## src/rtl/pipeline_hazard_ctrl.sv

```systemverilog
// Hazard and forwarding controller for a 5-stage pipeline: load-use stalls,
// taken-branch flushes, EX operand forwarding and the WB-to-ID bypass.
module pipeline_hazard_ctrl #(
  parameter int ASIZE        = 5,
  parameter int FLUSH_CYCLES = 2,
  parameter int CNT_W        = 16
) (
  input  logic             clk,
  input  logic             rst,
  input  logic             id_valid,
  input  logic [ASIZE-1:0] id_rs,
  input  logic [ASIZE-1:0] id_rt,
  input  logic             id_use_rs,
  input  logic             id_use_rt,
  input  logic             id_wen,
  input  logic [ASIZE-1:0] id_waddr,
  input  logic             id_memread,
  input  logic             ex_taken,
  output logic             stall,
  output logic             bubble,
  output logic             flush,
  output logic [1:0]       fwd_a,
  output logic [1:0]       fwd_b,
  output logic             id_byp_a,
  output logic             id_byp_b,
  output logic [CNT_W-1:0] stall_cnt,
  output logic [CNT_W-1:0] flush_cnt
);

  localparam logic [1:0] FLUSH_LOAD = 2'(FLUSH_CYCLES - 1);

  // EX slot keeps full decode info; MEM/WB only need destination state.
  // *_wr already folds in "writes a non-zero register".
  logic             ex_valid;
  logic             ex_wr;
  logic [ASIZE-1:0] ex_waddr;
  logic             ex_memread;
  logic [ASIZE-1:0] ex_rs;
  logic [ASIZE-1:0] ex_rt;
  logic             ex_use_rs;
  logic             ex_use_rt;

  logic             mem_wr;
  logic [ASIZE-1:0] mem_waddr;
  logic             mem_memread;

  logic             wb_wr;
  logic [ASIZE-1:0] wb_waddr;

  logic [1:0]       fcnt_q;
  logic             load_use;
  logic             taken;

  assign load_use = id_valid && ex_valid && ex_memread && ex_wr &&
                    ((id_use_rs && (id_rs == ex_waddr)) ||
                     (id_use_rt && (id_rt == ex_waddr)));

  // A branch is only accepted outside an active flush window.
  assign taken  = ex_taken && ex_valid && (fcnt_q == 2'd0);
  assign flush  = taken || (fcnt_q != 2'd0);
  assign stall  = load_use && !flush;
  assign bubble = load_use || flush;

  assign id_byp_a = wb_wr && id_use_rs && (wb_waddr == id_rs);
  assign id_byp_b = wb_wr && id_use_rt && (wb_waddr == id_rt);

  // NOTE: every always_comb output gets a default first so no path leaves it
  // unassigned, which would otherwise infer a latch.
  always_comb begin
    fwd_a = 2'b00;
    fwd_b = 2'b00;
    if (ex_valid) begin
      if (ex_use_rs) begin
        if (mem_wr && !mem_memread && (mem_waddr == ex_rs)) fwd_a = 2'b01;
        else if (wb_wr && (wb_waddr == ex_rs))             fwd_a = 2'b10;
      end
      if (ex_use_rt) begin
        if (mem_wr && !mem_memread && (mem_waddr == ex_rt)) fwd_b = 2'b01;
        else if (wb_wr && (wb_waddr == ex_rt))             fwd_b = 2'b10;
      end
    end
  end

  // NOTE: state uses non-blocking assignments so all slots shift from the
  // values they held before the edge, regardless of statement order.
  always_ff @(posedge clk) begin
    if (rst) begin
      ex_valid  <= 1'b0;
      mem_wr    <= 1'b0;
      wb_wr     <= 1'b0;
      fcnt_q    <= 2'd0;
      stall_cnt <= '0;
      flush_cnt <= '0;
    end else begin
      ex_valid <= id_valid && !bubble;
      mem_wr   <= ex_valid && ex_wr;
      wb_wr    <= mem_wr;

      if (taken)               fcnt_q <= FLUSH_LOAD;
      else if (fcnt_q != 2'd0) fcnt_q <= fcnt_q - 2'd1;

      if (stall && (stall_cnt != '1)) stall_cnt <= stall_cnt + CNT_W'(1);
      if (taken && (flush_cnt != '1)) flush_cnt <= flush_cnt + CNT_W'(1);
    end
  end

  // NOTE: payload fields are qualified by the reset-cleared valid/wr bits,
  // so they carry no reset and stay plain data registers.
  always_ff @(posedge clk) begin
    ex_wr       <= id_wen && (id_waddr != '0);
    ex_waddr    <= id_waddr;
    ex_memread  <= id_memread;
    ex_rs       <= id_rs;
    ex_rt       <= id_rt;
    ex_use_rs   <= id_use_rs;
    ex_use_rt   <= id_use_rt;
    mem_waddr   <= ex_waddr;
    mem_memread <= ex_memread;
    wb_waddr    <= mem_waddr;
  end

endmodule

```

## config.mk

```make
export PLATFORM = sky130hd
export DESIGN_NAME = pipeline_hazard_ctrl
export DESIGN_NICKNAME = d
export VERILOG_FILES = /design/src/rtl/pipeline_hazard_ctrl.sv
export SDC_FILE = /design/constraint.sdc
export NUM_CORES = 1
export LEC_CHECK = 0
export CORE_MARGIN = 3
export CORE_UTILIZATION = 30
export CTS_CLUSTER_SIZE = 30
export DETAILED_ROUTE_END_ITERATION = 12
export GPL_ROUTABILITY_DRIVEN = 0
export SETUP_SLACK_MARGIN = 0.2
export SLEW_MARGIN = 40
export SYNTH_ARGS = -nofsm -noshare
export SYNTH_HDL_FRONTEND = slang
export SYNTH_SLANG_ARGS = --single-unit
```

## constraint.sdc

```tcl
create_clock -name clk -period 3.6 [get_ports clk]
set_input_delay 0.36 -clock clk [delete_from_list [all_inputs] [get_ports clk]]
set_output_delay 0.36 -clock clk [all_outputs]
set_load 0.02 [all_outputs]
```

==> qor.csv <==
stage,metric,value,unit
status,status,"complete, no violations",
min_path,hp-start,ex_memread$_DFF_P_,
critical_path,cp.required,3.24,ns
grt,gr-usage-all-layers,14.1,%
synthesis,postSynthAreaPerCell,9.28,µm²
cts,cts_buffers,9,
floorplanning,io_pins,64,
layout,drive_gt1_share,8.27,%
critical_path,reg2reg_from,fcnt_q[0]$_SDFFE_PP0P_,
place,place_ws,0.772,ns
sta,final-hold-violation-count,0,
cts,cts_root_buf,clkbuf_8,
place,port_buffers,63,
sta,fin_ws,0.778,ns
grt,grt_pass1_wl,12700,µm
grt,antenna_found_initial,0,
drt,dr.pass1.iters,4,
floorplanning,row_count,35,
critical_path,worstSetupEndpointType,output pin,
critical_path,critical_path_class,primary input to output pin,
grt,grt_pass1_vias,2522,
layout,layout-area-overhead-vs-synth,32.7,%
sta,slew_viol_final,0,
place,hpwlAfterDp,5550,µm
synthesis,synth-edff-count,0,
synthesis,ys_async_sr_fraction,0,%
floorplanning,fp.dieH,106,µm
floorplanning,die_area,11100,µm²
drt,viasPerCell,5.02,
min_path,hp-class,flip-flop to flip-flop,
synthesis,netlist_area,2970,µm²
cts,worstSkewPairLatency,0.35,ns
layout,num_antenna_cells,0,
power_and_ir_drop,powerDensity,466,nW/µm²
critical_path,crit_path_max_fanout,3,
sta,finalSetupViolCount,0,
sta,tns,0,ns
layout,nNetsFinal,408,
cts,cts.path.max_buffers,2,
critical_path,crit_start,id_rt[1],
drt,final_antenna_net_count,0,
synthesis,synth-seq-area-share,45.2,%
sta,fin_crit,2.82,ns
critical_path,cp-start-kind,primary input,
drt,drt_iter0_markers,78,
drt,drcViolationCount,0,
synthesis,synth_seq_cells,67,
sta,skew,0.00913,ns
synthesis,yosys_warnings,0,
cts,ctsHoldBuffers,0,
place,place_area,3700,µm²
sta,post-route-period-util,78.4,%
cts,cts_resized,0,
cts,htreeDepth,3,
cts,post_cts_buffers,0,
job,drv_cap,0,
sta,relSlewSlack,48.2,%
power_and_ir_drop,vdd_drop_max,163,µV
drt,drt-total-wl,7740,µm
synthesis,synth_nets,346,
sta,fmax,354,MHz
sta,tightest_slew,0.772,ns
sta,rsz0062_at_grt,false,
cts,cts.clk_slew.worst_paths,0.07,ns
power_and_ir_drop,p_leak,1.26,nW
layout,final_common_cell,dfxtp_1,
drt,wire_per_inst,15.0,µm
synthesis,postSynthCellCount,320,
grt,grt_max_degree,25,
cts,cts.sinks,67,
synthesis,synth_cell_type_count,45,
grt,grt-ovfl-total,0,
floorplanning,die_w,106,µm
layout,stdcell_area,3940,µm²
layout,mostFrequentLayoutCells,"dfxtp_1, clkdlybuf4s50_1, xnor2_1",
floorplanning,core_area,9420,µm²
drt,dr_total_vias,2589,
cts,cts_tree,yes,
floorplanning,start_util,31.5,%
critical_path,arrival,2.46,ns
synthesis,synthFlopType,dfxtp_1,
flip-flops by register name, indices dropped and copies added (netlist names):
register     cells
mem_waddr        5
flush_cnt       16
wb_wr            1
stall_cnt       16
ex_valid         1
fcnt_q           2
ex_rs            5
ex_use_rt        1
wb_waddr         5
mem_wr           1
ex_use_rs        1
ex_rt            5
ex_memread       1
ex_wr            1
mem_memread      1
ex_waddr         5
where the power goes:
part	switching (mW)	total [mW]	internal, mW
logic	0.132	0.261	0.129
clock network	0.290	0.767	0.477
registers	0.0342	0.808	0.774
synth_stat cells, types with 2 or more instances:
master | count | area share (%)
dfxtp_1 | 67 | 45
xnor2_1 | 38 | 11
a21oi_1 | 25 | 4.2
nand4_1 | 21 | 4.4
nor2_1 | 18 | 2.3
nand2_1 | 14 | 1.8
o21ai_0 | 14 | 2.4
clkbuf_1 | 11 | 1.4
nand3_1 | 11 | 1.9
o31ai_1 | 10 | 2.5
or3_1 | 10 | 2.1
or4_1 | 10 | 2.5
inv_1 | 7 | 0.88
nor3_1 | 7 | 1.2
nor2b_1 | 5 | 1.1
nor4_1 | 5 | 1.1
xor2_1 | 5 | 1.5
mux2_2 | 4 | 1.5
and3_1 | 3 | 0.63
and4_1 | 3 | 0.88
buf_6 | 3 | 1.1
ha_1 | 3 | 1.3
a31oi_1 | 2 | 0.42
and2_1 | 2 | 0.42
o21a_1 | 2 | 0.51
critical path, stage by stage:
cell and delay, ns:
clkdlybuf4s50_1 0.56, xnor2_1 0.16, nand4_1 0.18, o22a_1 0.28, o21ai_0 0.26, clkdlybuf4s50_1 0.66
per-stage QoR:
| stage | instances | power, mW | hold slack [ns] | util, % |
|---|---|---|---|---|
| after CTS | 516 | 1.86 | 0.381 | 41.9 |
| after global placement | 500 | 1.09 | 0.365 | 39.3 |
| final | 516 | 1.84 | 0.379 | 41.9 |
| after global routing | 516 | 1.93 | 0.390 | 41.9 |
| after detailed placement | 500 | 1.09 | 0.371 | 39.3 |
| after floorplan | 320 | 0.973 | 0.344 | - |
metal layers:
metal / global-route usage [%] / part of all wire, % / vias up
li1: - / - / 1284
met1: 18.9 / 48 / 1214
met2: 21.1 / 43 / 77
met3: 4.96 / 6.9 / 14
met4: 5.09 / 1.6 / 0
met5: 0 / 0 / -
path summary, 6_finish.rpt:
kind	endpoint	slack (ns)	cells past startpoint
worst max-delay path	bubble	0.78	6
worst min-delay path	mem_memread$_DFF_P_	0.38	0
worst max register to register	stall_cnt[7]$_SDFFE_PP0P_	1.19	7
worst min register to register	mem_memread$_DFF_P_	0.38	0
layout make-up:
cell class	count	area, µm²
fillers	929	5470
multi-input cells	230	1520
flip-flops and latches	67	1340
repair buffers	67	656
well taps	129	161
clock buffers	11	141
clock inverters	5	100
inverters	7	26.3
cell families after synthesis:
group	share of synthesized area (%)
AOI/OAI and AO/OA	11.9
xor gates and xnor gates	12.7
adders and majority gates	1.26
buffers and inverters	3.83
DFF	45.2
muxes	1.85
and+or+nand+nor	23.3
Note: power is estimated with default switching activity, not from simulation.
